--- config.mk ---
export PLATFORM = sky130hd
export DESIGN_NAME = mouse_click_decoder_flat
export DESIGN_NICKNAME = d
export VERILOG_FILES = /design/src/rtl/mouse_click_decoder_if.sv /design/src/rtl/mouse_click_decoder.sv /design/src/flat_wrapper.sv
export SDC_FILE = /design/constraint.sdc
export NUM_CORES = 1
export LEC_CHECK = 0
export ABC_AREA = 1
export CORE_MARGIN = 1
export CORE_UTILIZATION = 58
export CTS_CLUSTER_SIZE = 12
export DETAILED_ROUTE_END_ITERATION = 16
export GPL_TIMING_DRIVEN = 0
export PLACE_DENSITY = 0.81
export SLEW_MARGIN = 20
export SYNTH_ARGS = -nofsm -noshare
export SYNTH_HDL_FRONTEND = slang
export SYNTH_SLANG_ARGS = --single-unit
export TNS_END_PERCENT = 20
--- constraint.sdc ---
create_clock -name clk -period 8.45 [get_ports clk]
set_input_delay 2.1125 -clock clk [delete_from_list [all_inputs] [get_ports clk]]
set_output_delay 2.1125 -clock clk [all_outputs]
set_load 0.05 [all_outputs]
--- src/rtl/mouse_click_decoder_if.sv ---
// Mouse event inputs and decoded hover/click/drag outputs of the click decoder.
// The master side drives mouse samples. The slave side (the decoder) drives the results.
interface mouse_click_decoder_if;
    logic [9:0] mouse_x;
    logic [9:0] mouse_y;
    logic       mouse_left;
    logic       mouse_right;
    logic       mouse_new_event;

    logic       hover_valid;
    logic [4:0] hover_col;
    logic [4:0] hover_row;
    logic       click_pulse;
    logic       click_button;
    logic       click_dbl;
    logic [4:0] click_col;
    logic [4:0] click_row;
    logic       drag_active;
    logic [4:0] drag_col;
    logic [4:0] drag_row;

    modport master (
        output mouse_x, mouse_y, mouse_left, mouse_right, mouse_new_event,
        input  hover_valid, hover_col, hover_row,
        input  click_pulse, click_button, click_dbl, click_col, click_row,
        input  drag_active, drag_col, drag_row
    );

    modport slave (
        input  mouse_x, mouse_y, mouse_left, mouse_right, mouse_new_event,
        output hover_valid, hover_col, hover_row,
        output click_pulse, click_button, click_dbl, click_col, click_row,
        output drag_active, drag_col, drag_row
    );
endinterface

--- src/rtl/mouse_click_decoder.sv ---
// Maps strobed mouse samples onto a cell grid: hover, left/right click, double-click and drag.
// Latency: 2 cycles from strobe to outputs. No backpressure: every strobed event is consumed.
module mouse_click_decoder #(
    parameter int GRID_X0    = 0,
    parameter int GRID_Y0    = 0,
    parameter int CELL_SHIFT = 5,
    parameter int GRID_COLS  = 20,
    parameter int GRID_ROWS  = 15,
    parameter int DBL_CYCLES = 32400000
) (
    input  logic                 clk,
    input  logic                 rst,
    mouse_click_decoder_if.slave mcd
);
    typedef enum logic [1:0] {IDLE, L_PRESS, L_DRAG, R_PRESS} state_t;

    localparam logic [10:0] X_LO     = 11'(GRID_X0);
    localparam logic [10:0] X_HI     = 11'(GRID_X0 + (GRID_COLS << CELL_SHIFT));
    localparam logic [10:0] Y_LO     = 11'(GRID_Y0);
    localparam logic [10:0] Y_HI     = 11'(GRID_Y0 + (GRID_ROWS << CELL_SHIFT));
    localparam logic [24:0] DBL_LOAD = 25'(DBL_CYCLES);

    state_t      r_state;
    state_t      w_state_nxt;

    logic [9:0]  r_s_x;
    logic [9:0]  r_s_y;
    logic        r_s_l;
    logic        r_s_r;
    logic        r_s_vld;
    logic        r_prev_l;
    logic        r_prev_r;
    logic [4:0]  r_anchor_col;
    logic [4:0]  r_anchor_row;
    logic [4:0]  r_last_col;
    logic [4:0]  r_last_row;
    logic [24:0] r_dbl_cnt;

    logic        r_hover_valid;
    logic [4:0]  r_hover_col;
    logic [4:0]  r_hover_row;
    logic        r_click_pulse;
    logic        r_click_button;
    logic        r_click_dbl;
    logic [4:0]  r_click_col;
    logic [4:0]  r_click_row;
    logic        r_drag_active;
    logic [4:0]  r_drag_col;
    logic [4:0]  r_drag_row;

    logic [10:0] w_x11;
    logic [10:0] w_y11;
    logic [10:0] w_dx;
    logic [10:0] w_dy;
    logic        w_inside;
    logic [4:0]  w_col;
    logic [4:0]  w_row;
    logic        w_rise_l;
    logic        w_rise_r;
    logic        w_at_anchor;
    logic        w_same_last;
    logic        w_click;
    logic        w_click_btn;
    logic        w_capture;

    // Sample stage: only strobed cycles update the sample registers.
    always_ff @(posedge clk or posedge rst) begin
        if (rst) begin
            r_s_x   <= '0;
            r_s_y   <= '0;
            r_s_l   <= 1'b0;
            r_s_r   <= 1'b0;
            r_s_vld <= 1'b0;
        end else begin
            r_s_vld <= mcd.mouse_new_event;
            if (mcd.mouse_new_event) begin
                r_s_x <= mcd.mouse_x;
                r_s_y <= mcd.mouse_y;
                r_s_l <= mcd.mouse_left;
                r_s_r <= mcd.mouse_right;
            end
        end
    end

    assign w_x11       = {1'b0, r_s_x};
    assign w_y11       = {1'b0, r_s_y};
    assign w_inside    = (w_x11 >= X_LO) && (w_x11 < X_HI) && (w_y11 >= Y_LO) && (w_y11 < Y_HI);
    assign w_dx        = w_x11 - X_LO;
    assign w_dy        = w_y11 - Y_LO;
    assign w_col       = 5'(w_dx >> CELL_SHIFT);
    assign w_row       = 5'(w_dy >> CELL_SHIFT);
    assign w_rise_l    = r_s_l && !r_prev_l;
    assign w_rise_r    = r_s_r && !r_prev_r;
    assign w_at_anchor = (w_col == r_anchor_col) && (w_row == r_anchor_row);
    assign w_same_last = (w_col == r_last_col) && (w_row == r_last_row);

    always_ff @(posedge clk or posedge rst) begin
        if (rst) r_state <= IDLE;
        else     r_state <= w_state_nxt;
    end

    always_comb begin
        w_state_nxt = r_state;
        w_click     = 1'b0;
        w_click_btn = 1'b0;
        w_capture   = 1'b0;
        if (r_s_vld) begin
            case (r_state)
                IDLE: begin
                    // Left wins when both buttons rise in the same event.
                    if (w_rise_l && w_inside) begin
                        w_state_nxt = L_PRESS;
                        w_capture   = 1'b1;
                    end else if (w_rise_r && !r_s_l && w_inside) begin
                        w_state_nxt = R_PRESS;
                        w_capture   = 1'b1;
                    end
                end
                L_PRESS: begin
                    if (!r_s_l) begin
                        w_state_nxt = IDLE;
                        w_click     = w_inside && w_at_anchor;
                    end else if (!w_inside || !w_at_anchor) begin
                        w_state_nxt = L_DRAG;
                    end
                end
                L_DRAG: begin
                    if (!r_s_l) w_state_nxt = IDLE;
                end
                R_PRESS: begin
                    if (w_rise_l) begin
                        w_state_nxt = IDLE;
                    end else if (!r_s_r) begin
                        w_state_nxt = IDLE;
                        w_click     = w_inside && w_at_anchor;
                        w_click_btn = 1'b1;
                    end
                end
                default: w_state_nxt = IDLE;
            endcase
        end
    end

    always_ff @(posedge clk or posedge rst) begin
        if (rst) begin
            r_prev_l       <= 1'b0;
            r_prev_r       <= 1'b0;
            r_anchor_col   <= '0;
            r_anchor_row   <= '0;
            r_last_col     <= '0;
            r_last_row     <= '0;
            r_dbl_cnt      <= '0;
            r_hover_valid  <= 1'b0;
            r_hover_col    <= '0;
            r_hover_row    <= '0;
            r_click_pulse  <= 1'b0;
            r_click_button <= 1'b0;
            r_click_dbl    <= 1'b0;
            r_click_col    <= '0;
            r_click_row    <= '0;
            r_drag_active  <= 1'b0;
            r_drag_col     <= '0;
            r_drag_row     <= '0;
        end else begin
            if (r_s_vld) begin
                r_prev_l      <= r_s_l;
                r_prev_r      <= r_s_r;
                r_hover_valid <= w_inside;
                if (w_inside) begin
                    r_hover_col <= w_col;
                    r_hover_row <= w_row;
                end
            end
            if (w_capture) begin
                r_anchor_col <= w_col;
                r_anchor_row <= w_row;
            end

            r_click_pulse <= w_click;
            if (w_click) begin
                r_click_button <= w_click_btn;
                r_click_col    <= w_col;
                r_click_row    <= w_row;
            end

            // Double-click window: a qualifying second click consumes the window.
            if (w_click && !w_click_btn) begin
                r_last_col <= w_col;
                r_last_row <= w_row;
                if ((r_dbl_cnt != '0) && w_same_last) begin
                    r_click_dbl <= 1'b1;
                    r_dbl_cnt   <= '0;
                end else begin
                    r_click_dbl <= 1'b0;
                    r_dbl_cnt   <= DBL_LOAD;
                end
            end else if (w_click) begin
                r_click_dbl <= 1'b0;
                r_dbl_cnt   <= '0;
            end else if (r_dbl_cnt != '0) begin
                r_dbl_cnt <= r_dbl_cnt - 25'd1;
            end

            r_drag_active <= (w_state_nxt == L_DRAG);
            if ((w_state_nxt == L_DRAG) && (r_state != L_DRAG)) begin
                r_drag_col <= r_anchor_col;
                r_drag_row <= r_anchor_row;
            end
        end
    end

    assign mcd.hover_valid  = r_hover_valid;
    assign mcd.hover_col    = r_hover_col;
    assign mcd.hover_row    = r_hover_row;
    assign mcd.click_pulse  = r_click_pulse;
    assign mcd.click_button = r_click_button;
    assign mcd.click_dbl    = r_click_dbl;
    assign mcd.click_col    = r_click_col;
    assign mcd.click_row    = r_click_row;
    assign mcd.drag_active  = r_drag_active;
    assign mcd.drag_col     = r_drag_col;
    assign mcd.drag_row     = r_drag_row;
endmodule

--- src/flat_wrapper.sv ---
// flat-port wrapper written by rule: the top's interface ports become plain ports
module mouse_click_decoder_flat 
#(
    parameter int GRID_X0    = 0,
    parameter int GRID_Y0    = 0,
    parameter int CELL_SHIFT = 5,
    parameter int GRID_COLS  = 20,
    parameter int GRID_ROWS  = 15,
    parameter int DBL_CYCLES = 32400000
)
  (clk, rst, mcd_mouse_x, mcd_mouse_y, mcd_mouse_left, mcd_mouse_right, mcd_mouse_new_event, mcd_hover_valid, mcd_hover_col, mcd_hover_row, mcd_click_pulse, mcd_click_button, mcd_click_dbl, mcd_click_col, mcd_click_row, mcd_drag_active, mcd_drag_col, mcd_drag_row);
  mouse_click_decoder_if mcd_i ();
  input  logic clk;
  input  logic rst;
  input wire logic [$bits(mcd_i.mouse_x)-1:0] mcd_mouse_x;
  input wire logic [$bits(mcd_i.mouse_y)-1:0] mcd_mouse_y;
  input wire logic [$bits(mcd_i.mouse_left)-1:0] mcd_mouse_left;
  input wire logic [$bits(mcd_i.mouse_right)-1:0] mcd_mouse_right;
  input wire logic [$bits(mcd_i.mouse_new_event)-1:0] mcd_mouse_new_event;
  output wire logic [$bits(mcd_i.hover_valid)-1:0] mcd_hover_valid;
  output wire logic [$bits(mcd_i.hover_col)-1:0] mcd_hover_col;
  output wire logic [$bits(mcd_i.hover_row)-1:0] mcd_hover_row;
  output wire logic [$bits(mcd_i.click_pulse)-1:0] mcd_click_pulse;
  output wire logic [$bits(mcd_i.click_button)-1:0] mcd_click_button;
  output wire logic [$bits(mcd_i.click_dbl)-1:0] mcd_click_dbl;
  output wire logic [$bits(mcd_i.click_col)-1:0] mcd_click_col;
  output wire logic [$bits(mcd_i.click_row)-1:0] mcd_click_row;
  output wire logic [$bits(mcd_i.drag_active)-1:0] mcd_drag_active;
  output wire logic [$bits(mcd_i.drag_col)-1:0] mcd_drag_col;
  output wire logic [$bits(mcd_i.drag_row)-1:0] mcd_drag_row;
  assign mcd_i.mouse_x = mcd_mouse_x;
  assign mcd_i.mouse_y = mcd_mouse_y;
  assign mcd_i.mouse_left = mcd_mouse_left;
  assign mcd_i.mouse_right = mcd_mouse_right;
  assign mcd_i.mouse_new_event = mcd_mouse_new_event;
  assign mcd_hover_valid = mcd_i.hover_valid;
  assign mcd_hover_col = mcd_i.hover_col;
  assign mcd_hover_row = mcd_i.hover_row;
  assign mcd_click_pulse = mcd_i.click_pulse;
  assign mcd_click_button = mcd_i.click_button;
  assign mcd_click_dbl = mcd_i.click_dbl;
  assign mcd_click_col = mcd_i.click_col;
  assign mcd_click_row = mcd_i.click_row;
  assign mcd_drag_active = mcd_i.drag_active;
  assign mcd_drag_col = mcd_i.drag_col;
  assign mcd_drag_row = mcd_i.drag_row;
  mouse_click_decoder #(.GRID_X0(GRID_X0), .GRID_Y0(GRID_Y0), .CELL_SHIFT(CELL_SHIFT), .GRID_COLS(GRID_COLS), .GRID_ROWS(GRID_ROWS), .DBL_CYCLES(DBL_CYCLES)) u_core (.clk(clk), .rst(rst), .mcd(mcd_i));
endmodule
==> out/results.txt <==
status: finished clean
crit-path leading delay family: buffers and inverters
first-pass GRT wire length: 17.8 mm
Final Non-Filler Cells: 719
final RePlAce weighted congestion: 0.927
Critical Path, Cell by Cell: clkdlybuf4s50_1
Synth warnings: 0
DRC: 0
Placed Instances: 703
Slew Viols, Final: 0
FP Rows: 32
I/O Buffers: 49
Buf/Inv on CP: 1
CP arrival: 1560 ps
Setup Fix Bufs, Post-CTS: 0
Crit path depth: 1
CP max FO: 2
Worst VDD drop: 0.156 mV
Crit-path slowest cell: clkdlybuf4s50_1
antenna cell count: 0
Final Hold Viols: 0
Leak: 2.72 nW
final hold slack: 481 ps
cts hold-fix bufs: 0
CP required: 6340 ps
Initial Util: 0.600
critical path startpoint category: register
crit path time final: 3670 ps
synth unique cells: 41
HP Class: register to register
flops & latches, synth: 97
IO Pins: 60
final instance area: 0.00552 sq mm
DR vias: 3843
Slew HR: 0.655
routed len/inst: 14.1 um
share of post-route cells with drive strength above 1: 0.110
Total Routed Length: 10.1 mm
CTS max path bufs: 2
cells after synthesis: 551
Synth-to-Final Area Change: 19.7%
Core Area: 0.00769 sq mm
final setup vio count: 0
placed cell areas: 0.00526 sq mm
max-cap viol count: 0
register area share after synthesis: 0.527
Tot Pwr: 1.56 mW
reg2reg setup slack: 6430 ps
root buf cell: clkbuf_8
antenna violations before repair: 0
CTS resizes: 0
Mapped Avg Cell Area: 8.37 sq um
Die Y: 91.1 um
largest net degree at the start of global routing: 78
post-route setup slack: 4780 ps
Worst path max stage delay: 820 ps
CP Class: register to primary output
DR iter-0 viols: 177
total iterations of the first detailed-routing run: 4
fin crit share: 0.434
Power Density: 283 mW/mm^2
clk slew on worst S/H paths: 90 ps
clock skew: 11.6 ps
fmax: 272 MHz
Num CTS Buffers: 9
RSZ-0062 raised after global routing: no
syn nets: 577
hold depth: 2
routed vias/inst: 5.34
Nets: 638
pre-CTS setup slack: 5080 ps
GRT Resource Usage Total: 0.273
die area: 0.00831 sq mm
grt total ovfl: 0
die width: 91.1 um
antenna-violating nets left: 0
dpl hpwl: 7.30 mm
Worst Tran Pin Value: 516 ps
Fin Setup TNS: 0 ps
CTS H-tree lvls: 3
clk_lat worst skew: 350 ps
number of fill cells in the layout: 616
vias in the first global route: 3812
CTS Sinks: 97
reg2reg path depth: 11
final core occ: 0.718
post-synthesis instance area: 0.00461 sq mm
CTS tree: yes
kind of end point of the critical path: primary output
-- path summary, 6_finish.rpt --
check	startpoint	end
max	u_core.mcd.click_button	mcd_click_button
min	u_core.mcd.drag_col[3]	u_core.mcd.drag_col[3]
max reg2reg	u_core.r_dbl_cnt[0]	u_core.r_dbl_cnt[16]
min reg2reg	u_core.mcd.drag_col[3]	u_core.mcd.drag_col[3]
max in group asynchronous	rst	u_core.mcd.hover_col[1]
min in group asynchronous	rst	u_core.r_dbl_cnt[6]
-- cell families (layout without fill, tap and decap cells) --
group                    after synthesis  count (layout)  synth area share
AND/OR/NAND/NOR                      263             263             0.258
flip-flops                            97              97             0.527
AO/OA/AOI/OAI                         93              93             0.112
buffers and inverters                 85             151            0.0787
XOR/XNOR                              12              12            0.0228
adder cells (fa/ha/maj)                1               1           0.00271
-- area by class of cell --
type	count	area, sq um	area share
buffer	13	85.1	0.0154
clock buffer	11	151	0.0274
clock inverter	5	108	0.0195
inverter	72	283	0.0512
multi-input combinational	369	1820	0.330
sequential	97	2430	0.440
tap	102	128	0.0231
timing repair buffer	50	518	0.0939
-- worst reg2reg max path: cells and delay by family (launching register included) --
family	cells	cell delay, ps
simple gates	6	870
flops	1	390
compound gates	2	240
buf+inv	2	210
fa+ha+maj	1	190
-- registers in the layout (all words and copies together), names as in the netlist --
register / count
u_core.r_last_col: 5
u_core.r_s_vld: 1
u_core.mcd.hover_row: 5
u_core.mcd.click_row: 5
u_core.r_s_l: 1
u_core.mcd.drag_active: 1
u_core.r_state: 2
u_core.mcd.hover_valid: 1
u_core.r_s_y: 5
u_core.r_anchor_col: 5
u_core.mcd.click_pulse: 1
u_core.r_dbl_cnt: 25
u_core.mcd.drag_col: 5
u_core.r_prev_l: 1
u_core.mcd.drag_row: 5
u_core.r_s_x: 5
u_core.mcd.click_dbl: 1
u_core.mcd.hover_col: 5
u_core.r_last_row: 5
u_core.mcd.click_button: 1
u_core.r_s_r: 1
u_core.mcd.click_col: 5
u_core.r_prev_r: 1
u_core.r_anchor_row: 5
-- where the power goes --
group / internal (mW) / switching, mW / total (mW) / leakage, nW
Sequential: 0.576 / 0.104 / 0.680 / 1.25
Combinational: 0.178 / 0.326 / 0.504 / 1.34
Clock: 0.215 / 0.161 / 0.376 / 0.131
Total: 0.969 / 0.591 / 1.56 / 2.72
-- layout by cell type (no fill, tap or decap), drive strengths merged, types with 7 or more instances in the layout --
cell type,netlist,routed
clkdlybuf4s50,0,49
a21oi,22,22
inv,70,72
nor2,56,56
dfrtp,97,97
xor2,9,9
nand2,155,155
nand3,30,30
buf,7,8
nand4,7,7
o21ai,64,64
clkbuf,6,17
nor3,8,8
-- cell usage after synthesis --
cell | number | share of area
nor2_1 | 46 | 0.037
nor4_1 | 2 | 0.0027
inv_6 | 1 | 0.0019
xor2_1 | 9 | 0.017
o21ai_1 | 2 | 0.0022
a211oi_1 | 2 | 0.0033
buf_8 | 1 | 0.0033
nor3_1 | 7 | 0.0076
buf_2 | 2 | 0.0022
a21oi_1 | 22 | 0.024
o21ai_0 | 53 | 0.058
dfrtp_1 | 97 | 0.53
clkinv_2 | 2 | 0.0022
inv_1 | 61 | 0.050
nand4_1 | 6 | 0.0081
inv_2 | 8 | 0.0065
a31oi_1 | 1 | 0.0014
nor3b_1 | 1 | 0.0016
nand3_1 | 29 | 0.031
nand2_2 | 5 | 0.0068
buf_1 | 1 | 0.00081
o21a_1 | 1 | 0.0016
nor2_2 | 6 | 0.0081
o22ai_1 | 1 | 0.0014
nand4_4 | 1 | 0.0046
a21boi_1 | 1 | 0.0016
clkbuf_1 | 6 | 0.0049
ha_1 | 1 | 0.0027
or2_2 | 2 | 0.0027
xnor2_1 | 3 | 0.0057
o31ai_1 | 1 | 0.0016
o21ai_2 | 9 | 0.017
and3_2 | 1 | 0.0016
nand2_1 | 147 | 0.12
buf_6 | 3 | 0.0073
nor3_2 | 1 | 0.0022
nand3b_1 | 1 | 0.0016
nand3_2 | 1 | 0.0022
nor2_4 | 3 | 0.0073
nand2_4 | 3 | 0.0073
nor2_8 | 1 | 0.0043
-- per-layer routing --
| layer | up-vias | GRT usage | share of wire |
|---|---|---|---|
| met1 | 1823 | 0.364 | 0.45 |
| met5 | - | 0 | 0 |
| met2 | 128 | 0.440 | 0.47 |
| met4 | 0 | 0.123 | 0.017 |
| li1 | 1877 | - | - |
| met3 | 15 | 0.0477 | 0.059 |
(Power assumes the default switching activity.)
